`src/rtl/memory_dp_pipe_pkg.sv`:
```
// rtl/memory_dp_pipe_pkg.sv - shared types, limits and byte-merge helper for memory_dp_pipe
package memory_dp_pipe_pkg;

  typedef enum logic {INIT, READY} state_t;

  localparam int RD_LATENCY_MAX = 4;
  // Widest word the merge helper handles; callers size-cast into and out of it.
  localparam int MERGE_W_MAX    = 128;
  localparam int MERGE_BE_MAX   = MERGE_W_MAX / 8;

  function automatic logic [MERGE_W_MAX-1:0] merge_be(
    input logic [MERGE_W_MAX-1:0]  old_word,
    input logic [MERGE_W_MAX-1:0]  new_word,
    input logic [MERGE_BE_MAX-1:0] be
  );
    logic [MERGE_W_MAX-1:0] merged;
    for (int i = 0; i < MERGE_BE_MAX; i++)
      merged[i*8 +: 8] = be[i] ? new_word[i*8 +: 8] : old_word[i*8 +: 8];
    return merged;
  endfunction

endpackage

```
`src/rtl/memory_dp_pipe_if.sv`:
```
// rtl/memory_dp_pipe_if.sv - one RAM port: request, write data and read response
// par_err exists only when MEMORY_DP_PIPE_PARITY_EN is defined.
interface memory_dp_pipe_if #(
  parameter int ADDR_W = 4,
  parameter int DATA_W = 32
);
  logic                  enable;
  logic                  wr_en;
  logic [ADDR_W-1:0]     addr;
  logic [DATA_W/8-1:0]   wr_be;
  logic [DATA_W-1:0]     write_data;
  logic                  rd_valid;
  logic [DATA_W-1:0]     read_data;
`ifdef MEMORY_DP_PIPE_PARITY_EN
  logic                  par_err;

  modport master (output enable, wr_en, addr, wr_be, write_data,
                  input  rd_valid, read_data, par_err);
  modport slave  (input  enable, wr_en, addr, wr_be, write_data,
                  output rd_valid, read_data, par_err);
`else
  modport master (output enable, wr_en, addr, wr_be, write_data,
                  input  rd_valid, read_data);
  modport slave  (input  enable, wr_en, addr, wr_be, write_data,
                  output rd_valid, read_data);
`endif
endinterface

```
`src/rtl/memory_dp_rd_pipe.sv`:
```
// rtl/memory_dp_rd_pipe.sv - RD_LATENCY-stage read response delay line, one per port
// Carries a parity error flag when MEMORY_DP_PIPE_PARITY_EN is defined.
module memory_dp_rd_pipe #(
  parameter int DATA_W     = 32,
  parameter int RD_LATENCY = 1
) (
  input  logic              clk,
  input  logic              rst,
  input  logic              in_valid,
  input  logic [DATA_W-1:0] in_data,
`ifdef MEMORY_DP_PIPE_PARITY_EN
  input  logic              in_par_err,
  output logic              par_err,
`endif
  output logic              rd_valid,
  output logic [DATA_W-1:0] read_data
);
  logic [RD_LATENCY-1:0] v;
  logic [DATA_W-1:0]     d [RD_LATENCY];
`ifdef MEMORY_DP_PIPE_PARITY_EN
  logic [RD_LATENCY-1:0] pe;
`endif

  // Data stages only load behind a valid, so the output holds between responses.
  always_ff @(posedge clk) begin
    if (rst) begin
      v <= '0;
      for (int i = 0; i < RD_LATENCY; i++) d[i] <= '0;
`ifdef MEMORY_DP_PIPE_PARITY_EN
      pe <= '0;
`endif
    end else begin
      v[0] <= in_valid;
      if (in_valid) d[0] <= in_data;
`ifdef MEMORY_DP_PIPE_PARITY_EN
      pe[0] <= in_valid & in_par_err;
`endif
      for (int i = 1; i < RD_LATENCY; i++) begin
        v[i] <= v[i-1];
        if (v[i-1]) d[i] <= d[i-1];
`ifdef MEMORY_DP_PIPE_PARITY_EN
        pe[i] <= pe[i-1];
`endif
      end
    end
  end

  assign rd_valid  = v[RD_LATENCY-1];
  assign read_data = d[RD_LATENCY-1];
`ifdef MEMORY_DP_PIPE_PARITY_EN
  assign par_err   = pe[RD_LATENCY-1];
`endif

endmodule

```
`src/rtl/memory_dp_pipe.sv`:
```
// rtl/memory_dp_pipe.sv - true dual-port RAM: clear FSM, byte enables, collision merge, piped reads
// Optional even-parity storage and checking via MEMORY_DP_PIPE_PARITY_EN.
module memory_dp_pipe
  import memory_dp_pipe_pkg::*;
#(
  parameter int DEPTH      = 16,
  parameter int DATA_W     = 32,
  parameter int RD_LATENCY = 1,
  parameter int READ_FIRST = 1
) (
  input  logic            clk,
  input  logic            rst,
  output logic            init_done,
  output logic            collision,
  memory_dp_pipe_if.slave port_a,
  memory_dp_pipe_if.slave port_b
);
  localparam int ADDR_W = $clog2(DEPTH);
  localparam int BE_W   = DATA_W / 8;
`ifdef MEMORY_DP_PIPE_PARITY_EN
  localparam int WORD_W = DATA_W + 1;
`else
  localparam int WORD_W = DATA_W;
`endif

  if (DATA_W % 8 != 0 || DATA_W > MERGE_W_MAX) begin : g_bad_data_w
    $error("memory_dp_pipe: DATA_W must be a multiple of 8 and fit the merge helper");
  end
  if (RD_LATENCY < 1 || RD_LATENCY > RD_LATENCY_MAX) begin : g_bad_latency
    $error("memory_dp_pipe: RD_LATENCY out of range");
  end
  if (DEPTH < 2) begin : g_bad_depth
    $error("memory_dp_pipe: DEPTH must be at least 2");
  end

  function automatic logic [DATA_W-1:0] merge(input logic [DATA_W-1:0] old_word,
                                              input logic [DATA_W-1:0] new_word,
                                              input logic [BE_W-1:0]   be);
    return DATA_W'(merge_be(MERGE_W_MAX'(old_word), MERGE_W_MAX'(new_word), MERGE_BE_MAX'(be)));
  endfunction

  function automatic logic [WORD_W-1:0] pack(input logic [DATA_W-1:0] w);
`ifdef MEMORY_DP_PIPE_PARITY_EN
    return {^w, w};
`else
    return w;
`endif
  endfunction

  state_t            state;
  logic [ADDR_W-1:0] clr_addr;
  logic [WORD_W-1:0] mem [DEPTH];

  logic              ready, a_in, b_in, a_wr, b_wr, a_rd, b_rd, same_wr;
  logic [ADDR_W-1:0] a_idx, b_idx;
  logic [DATA_W-1:0] a_old, b_old, a_base, a_new, b_new, a_rword, b_rword;
`ifdef MEMORY_DP_PIPE_PARITY_EN
  logic              a_rpar_err, b_rpar_err;
`endif

  assign ready   = (state == READY);
  assign a_in    = 32'(port_a.addr) < DEPTH;
  assign b_in    = 32'(port_b.addr) < DEPTH;
  assign a_wr    = ready & port_a.enable & port_a.wr_en & a_in;
  assign b_wr    = ready & port_b.enable & port_b.wr_en & b_in;
  assign a_rd    = ready & port_a.enable & ~port_a.wr_en;
  assign b_rd    = ready & port_b.enable & ~port_b.wr_en;
  assign same_wr = a_wr & b_wr & (port_a.addr == port_b.addr);
  assign a_idx   = a_in ? port_a.addr : '0;
  assign b_idx   = b_in ? port_b.addr : '0;
  assign a_old   = mem[a_idx][DATA_W-1:0];
  assign b_old   = mem[b_idx][DATA_W-1:0];

  // On a same-address double write B is applied first so A's enabled bytes win.
  assign b_new   = merge(b_old, port_b.write_data, port_b.wr_be);
  assign a_base  = same_wr ? b_new : a_old;
  assign a_new   = merge(a_base, port_a.write_data, port_a.wr_be);

  always_comb begin
    a_rword = a_old;
    b_rword = b_old;
`ifdef MEMORY_DP_PIPE_PARITY_EN
    a_rpar_err = mem[a_idx][DATA_W] != ^a_old;
    b_rpar_err = mem[b_idx][DATA_W] != ^b_old;
`endif
    if (READ_FIRST == 0 && b_wr && port_b.addr == port_a.addr) begin
      a_rword = b_new;
`ifdef MEMORY_DP_PIPE_PARITY_EN
      a_rpar_err = 1'b0;
`endif
    end
    if (READ_FIRST == 0 && a_wr && port_a.addr == port_b.addr) begin
      b_rword = a_new;
`ifdef MEMORY_DP_PIPE_PARITY_EN
      b_rpar_err = 1'b0;
`endif
    end
    if (!a_in) begin
      a_rword = '0;
`ifdef MEMORY_DP_PIPE_PARITY_EN
      a_rpar_err = 1'b0;
`endif
    end
    if (!b_in) begin
      b_rword = '0;
`ifdef MEMORY_DP_PIPE_PARITY_EN
      b_rpar_err = 1'b0;
`endif
    end
  end

  always_ff @(posedge clk) begin
    if (!rst) begin
      if (!ready) begin
        mem[clr_addr] <= '0;
      end else begin
        if (a_wr) mem[a_idx] <= pack(a_new);
        if (b_wr && !same_wr) mem[b_idx] <= pack(b_new);
      end
    end
  end

  always_ff @(posedge clk) begin
    if (rst) begin
      state     <= INIT;
      clr_addr  <= '0;
      init_done <= 1'b0;
      collision <= 1'b0;
    end else begin
      collision <= same_wr;
      case (state)
        INIT: begin
          clr_addr <= clr_addr + ADDR_W'(1);
          if (clr_addr == ADDR_W'(DEPTH - 1)) begin
            state     <= READY;
            init_done <= 1'b1;
          end
        end
        default: state <= READY;
      endcase
    end
  end

  memory_dp_rd_pipe #(.DATA_W(DATA_W), .RD_LATENCY(RD_LATENCY)) u_rd_a (
    .clk       (clk),
    .rst       (rst),
    .in_valid  (a_rd),
    .in_data   (a_rword),
`ifdef MEMORY_DP_PIPE_PARITY_EN
    .in_par_err(a_rpar_err),
    .par_err   (port_a.par_err),
`endif
    .rd_valid  (port_a.rd_valid),
    .read_data (port_a.read_data)
  );

  memory_dp_rd_pipe #(.DATA_W(DATA_W), .RD_LATENCY(RD_LATENCY)) u_rd_b (
    .clk       (clk),
    .rst       (rst),
    .in_valid  (b_rd),
    .in_data   (b_rword),
`ifdef MEMORY_DP_PIPE_PARITY_EN
    .in_par_err(b_rpar_err),
    .par_err   (port_b.par_err),
`endif
    .rd_valid  (port_b.rd_valid),
    .read_data (port_b.read_data)
  );

endmodule

```
`src/flat_wrapper.sv`:
```
// flat-port wrapper written by rule: the top's interface ports become plain ports
module memory_dp_pipe_flat import memory_dp_pipe_pkg::*;
#(
  parameter int DEPTH      = 16,
  parameter int DATA_W     = 32,
  parameter int RD_LATENCY = 1,
  parameter int READ_FIRST = 1
)
  (clk, rst, init_done, collision, port_a_enable, port_a_wr_en, port_a_addr, port_a_wr_be, port_a_write_data, port_a_rd_valid, port_a_read_data, port_b_enable, port_b_wr_en, port_b_addr, port_b_wr_be, port_b_write_data, port_b_rd_valid, port_b_read_data);
  memory_dp_pipe_if #(.ADDR_W(4), .DATA_W(DATA_W)) port_a_i ();
  memory_dp_pipe_if #(.ADDR_W(4), .DATA_W(DATA_W)) port_b_i ();
  input  logic clk;
  input  logic rst;
  output logic init_done;
  output logic collision;
  input wire logic [$bits(port_a_i.enable)-1:0] port_a_enable;
  input wire logic [$bits(port_a_i.wr_en)-1:0] port_a_wr_en;
  input wire logic [$bits(port_a_i.addr)-1:0] port_a_addr;
  input wire logic [$bits(port_a_i.wr_be)-1:0] port_a_wr_be;
  input wire logic [$bits(port_a_i.write_data)-1:0] port_a_write_data;
  output wire logic [$bits(port_a_i.rd_valid)-1:0] port_a_rd_valid;
  output wire logic [$bits(port_a_i.read_data)-1:0] port_a_read_data;
  input wire logic [$bits(port_b_i.enable)-1:0] port_b_enable;
  input wire logic [$bits(port_b_i.wr_en)-1:0] port_b_wr_en;
  input wire logic [$bits(port_b_i.addr)-1:0] port_b_addr;
  input wire logic [$bits(port_b_i.wr_be)-1:0] port_b_wr_be;
  input wire logic [$bits(port_b_i.write_data)-1:0] port_b_write_data;
  output wire logic [$bits(port_b_i.rd_valid)-1:0] port_b_rd_valid;
  output wire logic [$bits(port_b_i.read_data)-1:0] port_b_read_data;
  assign port_a_i.enable = port_a_enable;
  assign port_a_i.wr_en = port_a_wr_en;
  assign port_a_i.addr = port_a_addr;
  assign port_a_i.wr_be = port_a_wr_be;
  assign port_a_i.write_data = port_a_write_data;
  assign port_a_rd_valid = port_a_i.rd_valid;
  assign port_a_read_data = port_a_i.read_data;
  assign port_b_i.enable = port_b_enable;
  assign port_b_i.wr_en = port_b_wr_en;
  assign port_b_i.addr = port_b_addr;
  assign port_b_i.wr_be = port_b_wr_be;
  assign port_b_i.write_data = port_b_write_data;
  assign port_b_rd_valid = port_b_i.rd_valid;
  assign port_b_read_data = port_b_i.read_data;
  memory_dp_pipe #(.DEPTH(DEPTH), .DATA_W(DATA_W), .RD_LATENCY(RD_LATENCY), .READ_FIRST(READ_FIRST)) u_core (.clk(clk), .rst(rst), .init_done(init_done), .collision(collision), .port_a(port_a_i), .port_b(port_b_i));
endmodule
```
`config.mk`:
```
export PLATFORM = sky130hd
export DESIGN_NAME = memory_dp_pipe_flat
export DESIGN_NICKNAME = d
export VERILOG_FILES = /design/src/rtl/memory_dp_pipe_pkg.sv /design/src/rtl/memory_dp_pipe_if.sv /design/src/rtl/memory_dp_rd_pipe.sv /design/src/rtl/memory_dp_pipe.sv /design/src/flat_wrapper.sv
export SDC_FILE = /design/constraint.sdc
export NUM_CORES = 1
export LEC_CHECK = 0
export ABC_AREA = 1
export CELL_PAD_IN_SITES_DETAIL_PLACEMENT = 1
export CELL_PAD_IN_SITES_GLOBAL_PLACEMENT = 2
export CORE_ASPECT_RATIO = 2
export CORE_MARGIN = 5
export CORE_UTILIZATION = 36
export DETAILED_ROUTE_END_ITERATION = 7
export PLACE_DENSITY_LB_ADDON = 0.1
export RECOVER_POWER = 25
export SYNTH_ARGS = -nofsm -noshare
export SYNTH_HDL_FRONTEND = slang
export SYNTH_HIERARCHICAL = 1
export SYNTH_SLANG_ARGS = --single-unit
```
`constraint.sdc`:
```
create_clock -name clk -period 5.8 [get_ports clk]
set_input_delay 0.58 -clock clk [delete_from_list [all_inputs] [get_ports clk]]
set_output_delay 0.58 -clock clk [all_outputs]
set_load 0.005 [all_outputs]
```
==> impl_metrics.env, run 1 <==
export IMPL_power_total_mw=10.0
export IMPL_antenna_found_initial=8
export IMPL_status="finished with violations"
export IMPL_whs_ns=0.560
export IMPL_drive_gt1_share_pct=6.73
export IMPL_end_kind="flip-flop"
export IMPL_die_area_um2=115000
export IMPL_hp_class="flip-flop to flip-flop"
export IMPL_gp_congestion=0.883
export IMPL_drv_slew=211
export IMPL_failed_checks="capacitance limit, slew limit"
export IMPL_htreeDepth=2
export IMPL_fin_nets=5570
export IMPL_leakage_nw=20.2
export IMPL_ir_worst_vdd_v=0.000227
export IMPL_worst_pin_slew_ns=3.18
export IMPL_grt_usage_pct=31.9
export IMPL_netlist_instances=5571
export IMPL_hold_depth=2
export IMPL_grt_pass1_wl_um=271000
export IMPL_vias=39000
export IMPL_cts_tree="yes"
export IMPL_dpl_cell_area_um2=41200
export IMPL_finClkSkew_ns=0.0370
export IMPL_synth_seq_area_share_pct=45.1
export IMPL_worstSetupPathType="primary input to flip-flop"
export IMPL_power_share_clock_pct=40.3
export IMPL_cts_buffers=61
export IMPL_critPathMaxFanout=18
export IMPL_cts_setup_buffers=0
export IMPL_fmax_mhz=221
export IMPL_critical_path_max_stage_delay_ns=1.70
export IMPL_drc=0
export IMPL_final_cells=6908
export IMPL_crit_slowest_cell="o21ai_1"
export IMPL_io_buffers=153
export IMPL_cp_required_ns=6.15
export IMPL_grt_max_degree=166
export IMPL_power_switching_mw=2.91
export IMPL_synth_cell_types=33
export IMPL_crit_chain="clkdlybuf4s50_1 -> nand3_1 -> nor2_4 -> nand2_1 -> o21ai_0 -> inv_1 -> nor2_1 -> nand2_1 -> o21ai_1 -> buf_4"
export IMPL_arrival_ns=4.87
export IMPL_first_iter_violations=2917
export IMPL_reg2reg_depth=9
export IMPL_drtPass1Iterations=5
export IMPL_grt_pass1_vias=39900
export IMPL_synth_area_per_cell_um2=6.95
export IMPL_fin_crit_ns=4.52
export IMPL_p_int_mw=7.09
export IMPL_clkSlewWorstSetupHoldPaths_ns=0.07
export IMPL_io_pins=154
export IMPL_drv_cap=7
export IMPL_cts_root_buf="clkbuf_16"
export IMPL_p_seq_share_pct=46.7
export IMPL_holdBufCountCts=0
export IMPL_num_rows=170
export IMPL_final_antenna_net_count=0
export IMPL_initial_core_util_pct=36.1
export IMPL_hpwlAfterDp_um=120000
export IMPL_clkLatencyLatePin_ns=0.70
export IMPL_fin_tns_setup_ns=0
export IMPL_final_hold_viol_count=0
export IMPL_post_cts_resized=0
export IMPL_grt_overflow_total=0
export IMPL_swShare_pct=29.1
export IMPL_ys_ff_latch=585
export IMPL_wirelength_um=190000
export IMPL_yosysWarnings=6
export IMPL_p_comb_share_pct=13.0
export IMPL_crit_top_cell="nand2_1"
export IMPL_die_w_um=242
export IMPL_startpoint_type="primary input"
export IMPL_clock_path_buffers=3
export IMPL_report_final_setup_viol=0
export IMPL_post_route_period_util_pct=78.0
export IMPL_cts_sink_count=585
export IMPL_vias_per_cell=5.64
export IMPL_grt_setup_unrepaired="no"
export IMPL_final_cell_mix="nand2_1, nand3_1, edfxtp_1"
export IMPL_die_height_um=474
export IMPL_dp_cells=6796
export IMPL_syn_num_nets=5658
export IMPL_wl_per_cell_um=27.5
export IMPL_coreArea_um2=107000
export IMPL_syn_area_um2=38700
export IMPL_relSlewSlack_pct=-112
export IMPL_layout_commonest_cell="nand2_1"
export IMPL_final_area_um2=43000
export IMPL_power_density_nw_per_um2=233
export IMPL_area_delta_synth_final_pct=11.0
==> worst max-delay path, delay by kind of cell <==
family,cells,cell delay [ns]
AOI/OAI and AO/OA,2,1.87
buffers and inverters,3,1.12
and+or+nand+nor,5,1.28
==> cells in the mapped netlist <==
cell      instances  area (µm²)
a21boi_2          9         101
clkbuf_1        113         424
buf_6             8        90.1
nor2_2           66         413
buf_2           216        1080
inv_1           437        1640
inv_4             1        6.26
nand2_1        2632        9880
o21ai_0         227        1140
a21oi_1          49         245
ha_1              1        12.5
inv_2            23        86.3
o211ai_1         39         293
nor3_2            1        10.0
xor2_1            4        35.0
nor2_1          118         443
nor3_1            2        10.0
buf_4            43         323
or2_2            11        68.8
clkbuf_2          2        10.0
nor4_1            1        6.26
nand2_4           2        22.5
nand2_2          28         175
edfxtp_1        576       17300
nor3b_1           1        7.51
nor2_4            2        22.5
clkinv_1          1        3.75
nand3_2           1        10.0
nand3_1         855        4280
a211oi_1          1        7.51
o21ai_1          52         260
buf_1            40         150
dfxtp_1           9         180
==> path summary, 6_finish.rpt <==
path                                         start                  to  slack (ns)
worst max register to register        u_core/ready   u_core/mem[15][8]        1.28
worst min register to register  u_core/clr_addr[2]  u_core/clr_addr[2]        0.56
worst max-delay path                 port_a_enable   u_core/mem[15][8]        1.28
worst min-delay path            u_core/clr_addr[2]  u_core/clr_addr[2]        0.56
==> layout make-up <==
cell class | count | area [µm²]
multi-input cells | 4102 | 17600
diodes | 1 | 2.50
clock inverters | 37 | 295
fillers | 13500 | 64200
repair buffers | 271 | 2540
well taps | 1376 | 1720
flip-flops and latches | 585 | 17500
clock buffers | 74 | 1620
inverters | 462 | 1750
==> through the flow <==
| step | setup WS [ns] | util [%] |
|---|---|---|
| 2_1_floorplan | 1.26 | - |
| 3_3_place_gp | 1.35 | 38.4 |
| 3_5_place_dp | 1.36 | 38.4 |
| 4_1_cts | 2.04 | 40.2 |
| 5_1_grt | 1.14 | 40.1 |
| 6_report | 1.28 | 40.1 |
==> flip-flops by register name (all words and copies together) (netlist names) <==
register / flops
u_core/clr_addr: 4
u_core/collision: 1
u_core/init_done: 1
u_core/mem: 512
u_core/ready: 1
u_core/u_rd_a/d: 32
u_core/u_rd_a/rd_valid: 1
u_core/u_rd_b/d: 32
u_core/u_rd_b/rd_valid: 1
==> cells by family after synthesis <==
logic type                 share of synthesized area (%)
and+or+nand+nor                                     39.6
DFF                                                 45.1
xor gates and xnor gates                          0.0904
adders and majority gates                         0.0323
AOI/OAI and AO/OA                                   5.28
buffers and inverters                               9.85
==> power groups by stage <==
stage	clock network (mW)	registers [mW]	logic, mW
global route	4.24	4.67	1.37
CTS	4.10	4.67	1.30
finish	4.03	4.67	1.30
floorplan	0	4.76	0.714
detailed placement	0	4.76	1.29
global placement	0	4.76	1.29
==> per-layer routing <==
| layer | GRT usage [%] | wire length [µm] |
|---|---|---|
| met5 | 0 | 51 |
| met4 | 17.5 | 12500 |
| met3 | 3.88 | 10600 |
| met2 | 59.1 | 97200 |
| met1 | 35.3 | 69600 |
No activity file was read; power rests on OpenSTA's default activity.
==> inputs of run 2 (changes only) <==
- clock period: 5.8 -> 4.51 ns (I/O delays scaled with it)
==> run 2 against run 1 <==
Against the previous run: the flow still finishes with violations (capacitance limit, slew limit); critical endpoint is now u_core/u_rd_a/d[0][0]; critical path depth fell by 5; count of clock-buffer cells in the layout rose by 1; first-iteration DRC count rose by 34%; die area did not move; cell count rose by 0.87%; sequential share of layout area fell by 0.72 points; sequential power rose by 28%; design area rose by 1.8%; clock skew fell by 0.017 ns; global-route usage rose by 2.7 points.
==> impl_metrics.env, run 2 (synthesis gave the netlist of run 1 again) <==
export IMPL_die_area_um2=115000
export IMPL_end_kind="flip-flop"
export IMPL_clock_path_buffers=3
export IMPL_power_share_clock_pct=40.0
export IMPL_p_seq_share_pct=46.3
export IMPL_post_route_period_util_pct=90.3
export IMPL_grt_pass1_vias=40300
export IMPL_p_comb_share_pct=13.6
export IMPL_drc=0
export IMPL_initial_core_util_pct=36.1
export IMPL_die_w_um=242
export IMPL_startpoint_type="primary input"
export IMPL_io_pins=154
export IMPL_wl_met1_um=77400
export IMPL_ir_worst_vdd_v=0.000298
export IMPL_num_rows=170
export IMPL_leakage_nw=20.6
export IMPL_antenna_found_initial=5
export IMPL_fin_crit_ns=4.07
export IMPL_wl_met2_um=99600
export IMPL_reg2reg_depth=10
export IMPL_reg2reg_from="u_core/ready"
export IMPL_power_density_nw_per_um2=296
export IMPL_report_final_setup_viol=0
export IMPL_vias_per_cell=5.75
export IMPL_swShare_pct=29.4
export IMPL_hold_start="u_core/init_done"
export IMPL_relSlewSlack_pct=-81.3
export IMPL_first_iter_violations=3919
export IMPL_area_delta_synth_final_pct=13.0
export IMPL_fmax_mhz=246
export IMPL_cts_root_buf="clkbuf_16"
export IMPL_clkLatencyLatePin_ns=0.69
export IMPL_wl_met3_um=13900
export IMPL_hp_class="flip-flop to flip-flop"
export IMPL_top_layer_used="met5"
export IMPL_layout_commonest_cell="nand2_1"
export IMPL_cts_sink_count=585
export IMPL_hpwlAfterDp_um=131000
export IMPL_critPathMaxFanout=33
export IMPL_io_buffers=153
export IMPL_cts_buffers=60
export IMPL_cp_required_ns=4.75
export IMPL_final_cell_mix="nand2_1, nand3_1, edfxtp_1"
export IMPL_worstSetupPathType="primary input to flip-flop"
export IMPL_die_height_um=474
export IMPL_vias=40000
export IMPL_top_regs="u_core/mem (512), u_core/u_rd_a/d (32), u_core/u_rd_b/d (32)"
export IMPL_gp_congestion=0.870
export IMPL_grt_usage_pct=34.5
export IMPL_power_switching_mw=3.81
export IMPL_cts_tree="yes"
export IMPL_grt_setup_unrepaired="no"
export IMPL_status="finished with violations"
export IMPL_clkSlewWorstSetupHoldPaths_ns=0.07
export IMPL_wirelength_um=206000
export IMPL_whs_ns=0.492
export IMPL_drv_slew=123
export IMPL_final_area_um2=43800
export IMPL_holdPathEnd="u_core/init_done"
export IMPL_drv_cap=4
export IMPL_arrival_ns=4.31
export IMPL_r2r_end="u_core/mem[6][21]"
export IMPL_cts_setup_buffers=0
export IMPL_hold_depth=2
export IMPL_p_int_mw=9.15
export IMPL_grt_overflow_total=0
export IMPL_dpl_cell_area_um2=42000
export IMPL_wl_per_cell_um=29.6
export IMPL_coreArea_um2=107000
export IMPL_failed_checks="capacitance limit, slew limit"
export IMPL_post_cts_resized=0
export IMPL_drive_gt1_share_pct=7.71
export IMPL_final_hold_viol_count=0
export IMPL_grt_max_degree=192
export IMPL_fin_tns_setup_ns=0
export IMPL_fin_nets=5630
export IMPL_holdBufCountCts=0
export IMPL_grt_pass1_wl_um=289000
export IMPL_drtPass1Iterations=5
export IMPL_worst_pin_slew_ns=2.72
export IMPL_r2r_slack_ns=0.54
export IMPL_finClkSkew_ns=0.0198
export IMPL_largest_reg_flops=512
export IMPL_final_antenna_net_count=0
export IMPL_largest_register="u_core/mem"
export IMPL_htreeDepth=2
-- run 2: critical path: stages --
cell and delay [ns]:
dlygate4sd3_1 0.97, clkbuf_1 0.33, inv_1 0.07, nand2_1 1.93, nor2_1 0.49
-- run 2: worst max path at each step --
stage	start	slack [ns]	cells after the start	to
2_1_floorplan	rst	0.10	9	u_core/mem[4][0]
3_3_place_gp	port_b_addr[3]	0.92	11	u_core/mem[9][26]
3_5_place_dp	port_b_addr[3]	0.92	10	u_core/mem[1][13]
4_1_cts	u_core/ready	1.22	10	u_core/mem[11][7]
5_1_grt	u_core/ready	0.50	9	u_core/mem[6][2]
6_report	rst	0.44	5	u_core/u_rd_a/d[0][0]
-- run 2: cell type report --
type | instances | area (µm²)
Clock inverter | 34 | 259
Timing Repair Buffer | 332 | 3340
Inverter | 462 | 1750
Multi-Input combinational cell | 4102 | 17600
Fill cell | 13400 | 63400
Tap cell | 1376 | 1720
Antenna cell | 2 | 5.00
Clock buffer | 75 | 1630
Sequential cell | 585 | 17500
-- run 2: per-stage QoR --
step           total power [mW]  util [%]  setup slack (ns)  std cells
3_5_place_dp               7.87      39.1             0.916       6857
6_report                   13.0      40.8             0.438       6968
3_3_place_gp               7.86      39.1             0.916       6857
2_1_floorplan              7.04         -             0.100       5571
5_1_grt                    13.3      40.8             0.502       6967
4_1_cts                    13.0      40.9              1.22       6966
-- run 2: metal layers --
layer,vias to the layer above,GRT usage [%]
met5,-,0
li1,17700,-
met1,19900,40.5
met4,2,20.6
met3,606,4.92
met2,1825,60.0
-- run 2: power groups by stage --
stage	logic, mW	clock network (mW)	registers (mW)
final	1.77	5.19	6.00
after floorplan	0.918	0	6.12
after CTS	1.75	5.28	6.00
after detailed placement	1.75	0	6.12
after global routing	1.85	5.44	6.01
after global placement	1.74	0	6.12
